--- src/rtl/unsigned_clz_divider.sv ---
// Iterative radix-2 restoring divider that uses the requester's leading-zero
// counts to skip leading iterations. Divide-by-zero and a divisor larger than
// the dividend finish in one cycle.
module unsigned_clz_divider #(
  parameter int DATA_WIDTH = 32,
  localparam int CW = $clog2(DATA_WIDTH)
) (
  input  logic                  clk,
  input  logic                  rst,
  input  logic                  start,
  input  logic [DATA_WIDTH-1:0] dividend,
  input  logic [CW-1:0]         dividend_CLZ,
  input  logic [DATA_WIDTH-1:0] divisor,
  input  logic [CW-1:0]         divisor_CLZ,
  input  logic                  divisor_is_zero,
  output logic [DATA_WIDTH-1:0] quotient,
  output logic [DATA_WIDTH-1:0] remainder,
  output logic                  done
);

  localparam int W = DATA_WIDTH;

  typedef enum logic [1:0] {
    IDLE,
    RUN,
    DONE
  } state_t;

  state_t        state;
  state_t        state_nxt;
  logic [W-1:0]  rem;
  logic [W-1:0]  d;
  logic [W-1:0]  q;
  logic [CW-1:0] cnt;

  logic          accept;
  logic          special;
  logic [CW-1:0] shift;
  logic [W:0]    diff;
  logic          borrow;
  logic [W-1:0]  rem_nxt;
  logic [W-1:0]  q_nxt;

  assign accept  = start && (state != RUN);
  assign special = divisor_is_zero || (divisor_CLZ < dividend_CLZ);
  assign shift   = divisor_CLZ - dividend_CLZ;

  // Full-width subtract; the borrow decides whether the trial succeeds.
  assign diff    = {1'b0, rem} - {1'b0, d};
  assign borrow  = diff[W];
  assign rem_nxt = borrow ? rem : diff[W-1:0];
  assign q_nxt   = (q << 1) | W'(!borrow);

  assign done = (state == DONE);

  // State register.
  always_ff @(posedge clk) begin
    if (rst) state <= IDLE;
    else     state <= state_nxt;
  end

  // Next state: special cases skip RUN entirely.
  always_comb begin
    state_nxt = state;
    unique case (state)
      IDLE, DONE: begin
        state_nxt = IDLE;
        if (start) state_nxt = special ? DONE : RUN;
      end
      RUN: begin
        if (cnt == '0) state_nxt = DONE;
      end
      default: state_nxt = IDLE;
    endcase
  end

  // Operand latch, iteration datapath and result registers.
  always_ff @(posedge clk) begin
    if (rst) begin
      rem       <= '0;
      d         <= '0;
      q         <= '0;
      cnt       <= '0;
      quotient  <= '0;
      remainder <= '0;
    end else if (accept) begin
      if (divisor_is_zero) begin
        quotient  <= '1;
        remainder <= dividend;
      end else if (divisor_CLZ < dividend_CLZ) begin
        quotient  <= '0;
        remainder <= dividend;
      end else begin
        rem <= dividend;
        d   <= divisor << shift;
        q   <= '0;
        cnt <= shift;
      end
    end else if (state == RUN) begin
      rem <= rem_nxt;
      q   <= q_nxt;
      d   <= d >> 1;
      cnt <= cnt - CW'(1);
      if (cnt == '0) begin
        quotient  <= q_nxt;
        remainder <= rem_nxt;
      end
    end
  end

  function automatic logic [CW-1:0] clz_of(input logic [W-1:0] v);
    clz_of = CW'(W - 1);
    for (int i = 0; i < W; i++) begin
      if (v[i]) clz_of = CW'(W - 1 - i);
    end
  endfunction

  // Catch requesters that supply inexact CLZ or zero flags.
  always_ff @(posedge clk) begin
    if (!rst && accept) begin
      assert (divisor_is_zero == (divisor == '0));
      assert (dividend_CLZ == clz_of(dividend));
      assert (divisor_is_zero || divisor_CLZ == clz_of(divisor));
    end
  end

endmodule
--- config.mk ---
export PLATFORM = sky130hd
export DESIGN_NAME = unsigned_clz_divider
export DESIGN_NICKNAME = d
export VERILOG_FILES = /design/src/rtl/unsigned_clz_divider.sv
export SDC_FILE = /design/constraint.sdc
export NUM_CORES = 1
export LEC_CHECK = 0
export ABC_CLOCK_PERIOD_IN_PS = 3000
export CORE_MARGIN = 2
export CORE_UTILIZATION = 51
export DETAILED_ROUTE_END_ITERATION = 10
export HOLD_SLACK_MARGIN = 0.08
export PLACE_DENSITY = 0.77
export SETUP_SLACK_MARGIN = 0.5
export SLEW_MARGIN = 0
export SYNTH_ARGS = -nofsm -noshare
export SYNTH_HDL_FRONTEND = slang
export SYNTH_SLANG_ARGS = --single-unit
export TNS_END_PERCENT = 1
--- constraint.sdc ---
create_clock -name clk -period 3 [get_ports clk]
set_input_delay 0.45 -clock clk [delete_from_list [all_inputs] [get_ports clk]]
set_output_delay 0.45 -clock clk [all_outputs]
set_load 0.03 [all_outputs]
## Word-level counts from Yosys, hierarchy flattened

Cells that the tools add are included.

- Register bits: 166
- Bits in latches: 0
- Bits in writable memories: 0
- ROM bits: 0
- Bits of input ports: 78
- Output and inout port bits: 65
- Word-level logic and storage cells: 61
- Memories: 0

- $add $sub $neg: 3
- $mul: 0
- Divide/modulo/power cells: 0
- $lt $le $gt $ge: 1
- Equal/unequal tests: 7
- Shifts and indexed selects: 1
- Muxes and demuxes: 31
- Bitwise operators: 1
- Reductions and logical operators: 10

Operators with widths:

| cell | number |
|---|---|
| $mux 32 | 19 |
| $mux 31 | 4 |
| $sub 32x32->33 | 1 |
| $or 32x1->32 | 1 |
| $shl 32x5->32 | 1 |
| $mux 5 | 4 |
| $mux 2 | 3 |
| $ne 2x2->1 const B | 3 |
| $reduce_and 3->1 | 2 |
| $logic_not 5->1 | 1 |
| $lt 5x5->1 | 1 |
| $sub 5x1->5 const B | 1 |
| $sub 5x5->5 | 1 |
| $pmux 2 s2 | 1 |
| $reduce_bool 2->1 | 2 |
| $ne 3x2->1 const B | 1 |
| $eq 2x1->1 const B | 1 |
| $eq 2x2->1 const B | 1 |
| $logic_not 2->1 | 1 |
| $ne 2x1->1 const B | 1 |
| $reduce_or 2->1 | 1 |
| $logic_and 1x1->1 | 1 |
| $logic_not 1->1 | 1 |
| $logic_or 1x1->1 | 1 |

## Depth between registers and ports, before layout

Gate-level depths: netlist of run 1.

- Depth in word-level cells: 6
- Mapped depth: 13
- Depth with buffers taken out: 11

## Least setup slack after synthesis of run 1

OpenSTA, ideal clock, no wires.

- Path type: register to register
- Start point: register rem[0]
- End point: register remainder[21]
- Library setup time: 0.118 ns
- Data arrival time: 2.900 ns
- Slack: -0.019 ns
- Stages on the path, launching flop included: 13
- Buffers on the path: 1
- Cell sequence: dfxtp_1 > inv_1 > ha_1 > fa_1 > nand2b_1 > a21oi_2 > nor2b_1 > o311a_4 > o311a_4 > buf_6 > or4_1 > mux2i_1 > nor3_1

- Word-level cells in the longest chain between the ends: 5

RTL lines:

| item | RTL line | RTL |
|---|---|---|
| start: declaration | 31 | `logic [W-1:0] rem;` |
| start signal: assignment | 94 | `rem <= dividend;` |
| start signal: assignment | 100 | `rem <= rem_nxt;` |
| $sub 32x32->33 | 49 | `assign diff = {1'b0, rem} - {1'b0, d};` |
| $mux 32 | 51 | `assign rem_nxt = borrow ? rem : diff[W-1:0];` |
| $mux 32 | 104 | `if (cnt == '0) begin` |
| $mux 32 | 99 | `end else if (state == RUN) begin` |
| $mux 32 | 86 | `end else if (accept) begin` |
| end signal: assignment | 89 | `remainder <= dividend;` |
| end signal: assignment | 92 | `remainder <= dividend;` |
| end signal: assignment | 106 | `remainder <= rem_nxt;` |
| end: declaration | 17 | `output logic [DATA_WIDTH-1:0] remainder,` |

No other way between the ends. The select of a mux whose other input is x is not followed.
A chain may end at the register's enable or synchronous reset.

## Worst setup path in the final report of run 1

- Start point: register rem[0]
- End point: register remainder[19]

The elaborated chain is that of the path after synthesis.

==> results of run 1 <==
final timing paths:
path / slack (ps) / depth (start not counted) / start / end
worst max-delay path: 70 / 13 / rem[0] / remainder[19]
worst min-delay path: 480 / 2 / q[14] / q[15]
worst max register to register: 70 / 13 / rem[0] / remainder[19]
worst min register to register: 480 / 2 / q[14] / q[15]
power breakdown:
part	internal (mW)	total, mW	leakage, nW	switching (mW)
logic	3.09	6.77	4.04	3.68
registers	2.43	2.61	1.36	0.179
clock network	1.11	2.17	0.286	1.06
flip-flops by register name, summed over array words and instances (netlist names):
signal and cells:
cnt 5, q 31, rem 32, quotient 32, remainder 32, d 32
state 2
routing by layer:
layer  vias up  global-route usage (%)  wire length, um
li1       5400                       -                -
met1      5555                    40.3            15400
met2       468                    53.1            17300
met3        79                    4.55             2210
met4         0                    11.2             1230
met5         -                       0                0
cells in the mapped netlist, drive strengths merged, types with 4 or more instances:
library cell / instances
a21o: 12
a2111oi: 7
o21ai: 40
nor2b: 11
mux2: 7
nand3: 47
dfxtp: 166
o22ai: 8
and2: 6
nand2b: 8
a221oi: 27
o221ai: 4
mux2i: 58
a21oi: 114
a311oi: 10
ha: 39
buf: 28
mux4: 28
nand4: 6
o221a: 8
xor2: 15
a211oi: 85
xnor2: 15
inv: 53
nand2: 102
o21a: 8
nor2: 131
a22oi: 16
o211a: 5
and3: 5
a21boi: 6
nand3b: 9
o41ai: 11
nor3: 61
o211ai: 22
o31ai: 6
or3: 9
clkbuf: 85
a31oi: 7
layout by cell type, fill, tap and decap left out, types with 15 or more instances in the layout:
master and n:
dfxtp_1 164, buf_4 151, clkdlybuf4s50_1 139, nor2_1 128
a21oi_1 104, nand2_1 98, a211oi_1 77, nor3_1 57
inv_1 50, nand3_1 47, mux2i_1 44, ha_1 37
o21ai_0 34, mux4_2 28, o211ai_1 22, a221oi_1 21
clkbuf_16 17, a22oi_1 15, buf_12 15
cell type report:
cell class / instances / share of cell area, %
Inverter: 53 / 1.35
Clock buffer: 17 / 2.89
Timing Repair Buffer: 321 / 20.5
Tap cell: 275 / 2.33
Multi-Input combinational cell: 987 / 49.3
Sequential cell: 166 / 22.6
Clock inverter: 14 / 1.04
worst reg2reg max path, stage by stage (launching register included):
cell	delay [ps]
dfxtp_2	330
inv_2	40
ha_4	150
fa_2	340
nand2b_4	160
a21oi_4	150
nor2b_2	70
o311a_4	350
o311a_4	400
nor2_4	170
buf_6	130
buf_6	130
a211oi_1	100
o41ai_1	280
cells by family (layout without fill, tap and decap cells):
logic type / after synthesis / in the layout
xor+xnor: 30 / 30
buf+inv: 166 / 405
mux: 93 / 93
simple gates: 408 / 408
flops: 166 / 166
fa+ha+maj: 41 / 41
compound gates: 415 / 415
metrics by stage:
stage	std cells	TNS, ps	hold WS (ps)	instance area [sq um]
final	1833	0	476	14700
after global routing	1833	-2.22	484	14700
after CTS	1825	-423	473	14500
after detailed placement	1786	-35190	462	13600
after global placement	1786	-24140	458	13600
after floorplan	1319	0	445	10900
repair_timing:
action                     CTS  global route
hold buffers                 0             0
buffers inserted             7             8
setup endpoints to repair  131           160
pin swaps                   54            20
cloned                       1             0
gates resized for setup     63            42
==> impl_metrics.py, run 1 <==
metrics = {
    "route": {
        "ant_nets": 0,
        "vias": 11500,
        "drc": 0,
        "wl_per_cell_um": 19.7,
        "routed_via_density": 6.27,
        "first_pass_iters": 5,
        "wl_mm": 36.1,
        "initialDrtViolationCount": 771,
    },
    "critical_path": {
        "crit_arrival_ps": 3250,
        "cp-start-kind": "flop",
        "cp_slowest_cell": "o311a_4",
        "critPathTopFamily": "compound AO/OA/AOI/OAI gates",
        "crit_buf_inv": 3,
        "cp-end-kind": "flop",
        "max_stage_delay_ps": 400,
        "crit_required_ps": 3320,
        "path_class": "flop to flop",
        "cp_cell_sequence": "inv_2 -> ha_4 -> fa_2 -> nand2b_4 -> a21oi_4 -> nor2b_2 -> o311a_4 -> o311a_4 -> nor2_4 -> buf_6 -> buf_6 -> a211oi_1 -> o41ai_1",
        "path_max_fanout": 7,
    },
    "synthesis": {
        "syn_inst": 1319,
        "synthTopCellsByArea": "dfxtp_1 (31%), a211oi_1 (5.9%), mux4_2 (5.8%)",
        "synth_area_sq_um": 10900,
        "synth-compound-area-share_pct": 26.8,
        "synthDominantCellAreaShare_pct": 30.5,
        "synth.net_count": 1438,
        "async_reset_ff_share_pct": 0,
        "synthXorXnorAreaFrac_pct": 2.48,
        "yosysTopAreaCell": "dfxtp_1",
        "synthDistinctLibCells": 72,
        "yosys.area_share.adder_pct": 4.85,
        "synth.avg_cell_area_sq_um": 8.25,
        "synth.mux.area_fraction_pct": 11.8,
        "ys_ff_latch": 166,
        "synth-edff-count": 0,
        "ys_warn_count": 0,
        "synthSimpleGateAreaFrac_pct": 17.4,
        "synth_top_family_by_area": "compound AO/OA/AOI/OAI gates",
        "synth_flop_cell": "dfxtp_1",
        "yosysSeqAreaShare_pct": 30.5,
    },
    "cells_and_area": {
        "fill_cells": 1675,
        "final_util_pct": 70.3,
        "antenna_cells": 0,
        "regArea_sq_um": 3330,
        "area_delta_synth_final_pct": 35.4,
        "final_layout_size_suffix_gt1_share_pct": 21.8,
        "multi_input_area_sq_um": 7270,
        "nets": 1665,
    },
    "place": {
        "place_congestion": 0.954,
        "dpl_worst_slack_ps": -509,
        "port_buffers": 142,
        "dpl.hpwl_mm": 27.0,
    },
    "grt": {
        "grt_max_degree": 79,
        "overflow": 0,
        "grt_pass1_wl_mm": 55.7,
        "grt_pass1_vias": 10700,
        "antenna_found_initial": 0,
        "grt_usage_pct": 31.2,
    },
    "clock_tree": {
        "clkLatencyLatePin_ps": 440,
        "cts.sink_count": 166,
        "clkTransAtPathRegs_ps": 70,
        "clockBufferDepth": 2,
        "cts_tree": "built",
        "cts_buffers": 17,
        "htreeDepth": 4,
        "clockRootBuffer": "clkbuf_16",
    },
    "run_status": {
        "status": "complete, no violations",
    },
    "timing": {
        "slew_viol_final": 0,
        "relSlewSlack_pct": 45.7,
        "skew_ps": 12.7,
        "worst_slack_ps": 69.8,
        "min_period_ps": 2930,
        "tightest_slew_ps": 814,
        "fin_crit_sh_pct": 97.7,
        "setup_viol": 0,
        "fmax_mhz": 341,
        "hold_violations": 0,
        "grt_setup_unrepaired": "yes",
    },
    "power": {
        "powerDensity_nw_per_um2": 783,
        "power_leakage_nw": 5.69,
        "ir_worst_vdd_mv": 0.453,
        "power_mw": 11.5,
    },
    "floorplanning": {
        "dieHeight_um": 150,
        "core-area_sq_um": 21000,
        "io_pins": 143,
        "design.die.area_sq_um": 22500,
        "dieWidth_um": 150,
        "rows": 53,
        "initial_core_util_pct": 52.0,
    },
    "worst_hold_path": {
        "hold_class": "flop to flop",
    },
    "flow_run": {
        "cap_violations": 0,
    },
}
Note: power is estimated with default switching activity, not from simulation.
==> run 2, diff against run 1 <==
Settings changed: ABC_CLOCK_PERIOD_IN_PS 3000 to default.
==> results of run 2 <==
No change in the layout: final DEF, timing and power equal those of run 1.
==> run 3, diff against run 2 <==
Settings changed: CORE_UTILIZATION 51 to 35, PLACE_DENSITY 0.77 to 0.56.
==> run 3 against run 2 <==
  * The run now ends with setup timing left
  * Fmax fell by 2.7%
  * Critical endpoint is now remainder[10]
  * Largest cell class unchanged
  * Clock power increased by 3%
  * Count of clock-buffer cells in the layout is 1 higher
  * Power increased by 1.7%
  * Utilization shrank 21 points
==> impl_metrics.py, run 3 (synthesis results as in run 1) <==
metrics = {
    "clock_tree": {
        "htreeDepth": 4,
        "clockRootBuffer": "clkbuf_16",
        "postCtsHoldBufs": 0,
        "clkLatencyLatePin_ps": 430,
        "clkTransAtPathRegs_ps": 80,
        "cts_tree": "built",
        "cts.sink_count": 166,
        "cts_buffers": 17,
        "clockBufferDepth": 2,
    },
    "timing": {
        "slew_viol_final": 0,
        "min_period_ps": 3010,
        "relSlewSlack_pct": 17.1,
        "skew_ps": 14.3,
        "setup_tns_ps": -20.0,
        "hold_violations": 0,
        "setup_viol": 3,
        "tightest_slew_ps": 1240,
        "grt_setup_unrepaired": "yes",
        "fmax_mhz": 332,
        "fin_crit_sh_pct": 100,
        "worst_slack_ps": -12.2,
    },
    "place": {
        "port_buffers": 142,
        "dpl_worst_slack_ps": -522,
        "dpl.hpwl_mm": 28.5,
        "place_congestion": 0.940,
        "placed_cell_area_sq_um": 13900,
    },
    "route": {
        "vias": 11200,
        "initialDrtViolationCount": 938,
        "drc": 0,
        "wl_per_cell_um": 19.6,
        "ant_nets": 0,
        "first_pass_iters": 5,
        "routed_via_density": 5.72,
        "wl_mm": 38.4,
    },
    "floorplanning": {
        "rows": 64,
        "design.die.area_sq_um": 32500,
        "dieWidth_um": 180,
        "dieHeight_um": 180,
        "initial_core_util_pct": 35.6,
        "core-area_sq_um": 30600,
        "io_pins": 143,
    },
    "grt": {
        "overflow": 0,
        "grt_max_degree": 62,
        "grt_pass1_wl_mm": 60.1,
        "grt_pass1_vias": 10700,
        "grt_usage_pct": 22.8,
        "antenna_found_initial": 1,
    },
    "critical_path": {
        "max_stage_delay_ps": 460,
        "path_max_fanout": 7,
        "cp_cell_sequence": "inv_1 -> fa_2 -> nand2b_4 -> a21oi_4 -> nor2b_2 -> o311a_4 -> o311a_4 -> buf_6 -> nor3_4 -> buf_4 -> a211oi_2 -> o41ai_1",
        "crit_required_ps": 3320,
        "cp-end-kind": "flop",
        "path_class": "flop to flop",
        "critPathTopFamily": "compound AO/OA/AOI/OAI gates",
        "cp_slowest_cell": "o311a_4",
        "crit_buf_inv": 3,
        "crit_arrival_ps": 3330,
        "crit_top_cell": "o311a_4",
        "cp-start-kind": "flop",
    },
    "power": {
        "ir_worst_vdd_mv": 0.433,
        "power_leakage_nw": 5.75,
        "powerDensity_nw_per_um2": 771,
    },
    "cells_and_area": {
        "final_cell_mix": "dfxtp_1 (164), buf_4 (148), clkdlybuf4s50_1 (137)",
        "final_common_cell": "dfxtp_1",
        "final_util_pct": 49.8,
        "regArea_sq_um": 3330,
        "fin_area_sq_um": 15200,
        "final_layout_size_suffix_gt1_share_pct": 24.2,
        "area_delta_synth_final_pct": 40.0,
        "multi_input_area_sq_um": 7490,
        "antenna_cells": 0,
        "nets": 1672,
        "fill_cells": 2898,
    },
    "flow_run": {
        "cap_violations": 0,
    },
    "worst_hold_path": {
        "hold_class": "flop to flop",
    },
    "run_status": {
        "status": "finished with violations",
        "violations": "setup timing",
    },
}
run 3: cell types whose count changed in the layout (fill, tap and decap cells not counted), sizes merged:
| cell | delta |
|---|---|
| clkdlybuf4s50 | -2 |
| clkinvlp | +1 |
| clkbuf | +4 |
| buf | +6 |
| dlygate4sd2 | +2 |
| inv | -1 |
| dlymetal6s2s | -2 |
run 3: layout make-up:
class / instances / share of cell area, %
clock buffer: 18 / 2.88
clock inverter: 14 / 0.993
inverter: 53 / 1.32
multi-input combinational: 987 / 49.2
sequential: 166 / 21.8
tap: 396 / 3.25
timing repair buffer: 328 / 20.6
run 3: worst reg2reg max path, delay by kind of cell, from the launching register on:
family / cells / cell delay, ps
adders and majority gates: 1 / 400
buffers and inverters: 3 / 400
and+or+nand+nor: 3 / 440
DFF: 1 / 390
AOI/OAI and AO/OA: 5 / 1280
run 3: final timing paths:
check	startpoint	to	slack, ps	depth (start not counted)
setup / recovery	rem[1]	remainder[10]	-10	12
hold / removal	q[8]	q[9]	470	2
setup reg to reg	rem[1]	remainder[10]	-10	12
hold reg to reg	q[8]	q[9]	470	2
run 3: repair_timing:
item | 4_1_cts | 5_1_grt
pin swaps | 45 | 69
buffers inserted | 5 | 4
endpoints found under the setup margin | 132 | 122
gates cloned | 0 | 3
resized for setup | 62 | 89
run 3: power breakdown:
group          switching [mW]  internal [mW]  total [mW]
clock network            1.08           1.14        2.23
registers               0.180           2.43        2.61
logic                    3.78           3.13        6.92
run 3: metrics by stage:
step	total power [mW]	hold slack [ps]	std cells
floorplan	6.22	445	1319
global placement	8.61	459	1918
detailed placement	8.64	466	1918
CTS	11.3	464	1955
global route	12.4	495	1962
finish	11.7	468	1962
run 3: per-layer routing:
| layer | share of wire (%) | wire, um | vias to the layer above | GRT usage [%] |
|---|---|---|---|---|
| met2 | 45 | 17400 | 377 | 35.6 |
| met5 | 0 | 0 | - | 0 |
| li1 | - | - | 5398 | - |
| met3 | 5.3 | 2040 | 56 | 2.81 |
| met4 | 3.1 | 1180 | 0 | 7.65 |
| met1 | 46 | 17800 | 5383 | 32.4 |
==> patch, RTL diff (config.mk and constraints of run 3) <==
`DATA_WIDTH`: 32 -> 16.
--- a/src/rtl/unsigned_clz_divider.sv
+++ b/src/rtl/unsigned_clz_divider.sv
@@ -2,7 +2,7 @@
 // counts to skip leading iterations. Divide-by-zero and a divisor larger than
 // the dividend finish in one cycle.
 module unsigned_clz_divider #(
-  parameter int DATA_WIDTH = 32,
+  parameter int DATA_WIDTH = 16,
   localparam int CW = $clog2(DATA_WIDTH)
 ) (
   input  logic                  clk,
Ports: changed (6 resized); port bits go from 143 to 77. No check against the original RTL was run, so the function may have changed too.
==> patch against run 3 <==
Synthesized area is 51% lower; first-iteration DRC count is 55% lower; sequential share of layout area is 2.1 points higher; wire length is 59% lower; sequential cell count is 81 lower; worst setup slack better by 0.52 ns; total power is 60% lower; final area is 53% lower.
==> patch: results (changes against run 3) <==
Run status
  • Status: finished clean (was complete, but fails checks)

Global routing
  • Initial antenna violation count: 0 (was 1)
  • Tot GR Track Use: 0.198 (was 0.228)

Layout
  • Number of sequential cells: 85 (was 166)
  • Multi-input logic area: 3400 um^2 (was 7490 um^2)
  • Fillers: 1,415 (was 2,898)
  • Clk cell area share: 0.0434 (was 0.0387)
  • Share of cells above drive strength 1: 0.174 (was 0.242)
  • NonClk Buf Share: 0.188 (was 0.206)
  • Seq area share: 0.239 (was 0.218)
  • Nets: 832 (was 1,672)
  • Multi-input gates: 493 (was 987)
  • CLK BUF: 9 (was 18)

Routing
  • Met2 wire length: 7.15 mm (was 17.4 mm)
  • WL per Instance: 16.6 um (was 19.6 um)
  • Met3 wire length: 771 um (was 2.04 mm)

Pwr
  • P_leak: 2.68 nW (was 5.75 nW)
  • Peak supply drop: 0.374 mV (was 0.433 mV)
  • NetSw: 0.00177 W (was 0.00505 W)

Placement
  • Placed cell areas: 6470 um^2 (was 13,900 um^2)
  • DPL Wire Length: 11.6 mm (was 28.5 mm)
  • I/O Buffers: 76 (was 142)

Yosys
  • Xor/xnor cell area share of the yosys netlist: 0.0232 (was 0.0248)
  • Most instantiated cells after synthesis: dfxtp_1, a21oi_1, nor2_1 (was dfxtp_1, nor2_1, a21oi_1)
  • Mux share of post-synthesis cell area: 0.0784 (was 0.118)
  • Synth top area cells: dfxtp_1, a21oi_1, mux2i_1, a211oi_1, ha_1 (was dfxtp_1, a211oi_1, mux4_2, mux2i_1, a21oi_1)
  • Synth cell types: 61 (was 72)
  • Syn Inst Count: 664 (was 1,319)

Worst setup path
  • Critical path arrival: 2.70 ns (was 3.33 ns)
  • CP max FO: 10 (was 7)

STA
  • Worst-Margin Slew: 0.598 ns (was 1.24 ns)
  • Clk_skew: 0.00998 ns (was 0.0143 ns)

Clocking
  • H-tree Lvls: 3 (was 4)
-- patch: worst max-delay path: stages (launching register included) --
cell	delay, ns
dfxtp_2	0.33
inv_1	0.07
ha_4	0.18
fa_2	0.37
nor2b_4	0.15
o31ai_4	0.09
a31o_4	0.27
a31oi_4	0.22
buf_6	0.13
buf_6	0.14
nand4_1	0.17
o21ai_0	0.13
a211oi_1	0.09
-- patch: stage by stage --
stage	TNS, ns	util
5_1_grt	0	0.486
3_5_place_dp	-1.11	0.442
3_3_place_gp	-0.215	0.442
6_report	0	0.486
2_1_floorplan	0	-
4_1_cts	0	0.474
-- patch: what timing repair did --
action | CTS | global route
pin swaps | 9 | 16
cloned | 1 | 0
hold endpoints to repair | 0 | 0
resized for setup | 28 | 30
buffers inserted | 9 | 6
setup endpoints to repair | 73 | 64
-- patch: path summary, 6_finish.rpt --
kind	start	to	slack, ns	cells after the start
setup reg to reg	rem[0]$_SDFFE_PP0P_	rem[9]$_SDFFE_PP0P_	0.50	12
hold / removal	remainder[2]$_SDFFE_PP0P_	remainder[2]$_SDFFE_PP0P_	0.46	2
setup / recovery	rem[0]$_SDFFE_PP0P_	rem[9]$_SDFFE_PP0P_	0.50	12
hold reg to reg	remainder[2]$_SDFFE_PP0P_	remainder[2]$_SDFFE_PP0P_	0.46	2
-- patch: power groups by stage --
stage / Sequential [W] / Combinational (W) / Clock (W)
floorplan: 0.00143 / 0.00118 / 0
global placement: 0.00133 / 0.00183 / 0
detailed placement: 0.00133 / 0.00186 / 0
CTS: 0.00131 / 0.00208 / 0.00119
global route: 0.00132 / 0.00243 / 0.00125
finish: 0.00131 / 0.00226 / 0.00117
-- patch: per-layer routing --
layer,track usage,up-vias
met5,0,-
met4,0.0653,0
met2,0.316,155
li1,-,2631
met3,0.0310,21
met1,0.274,2509
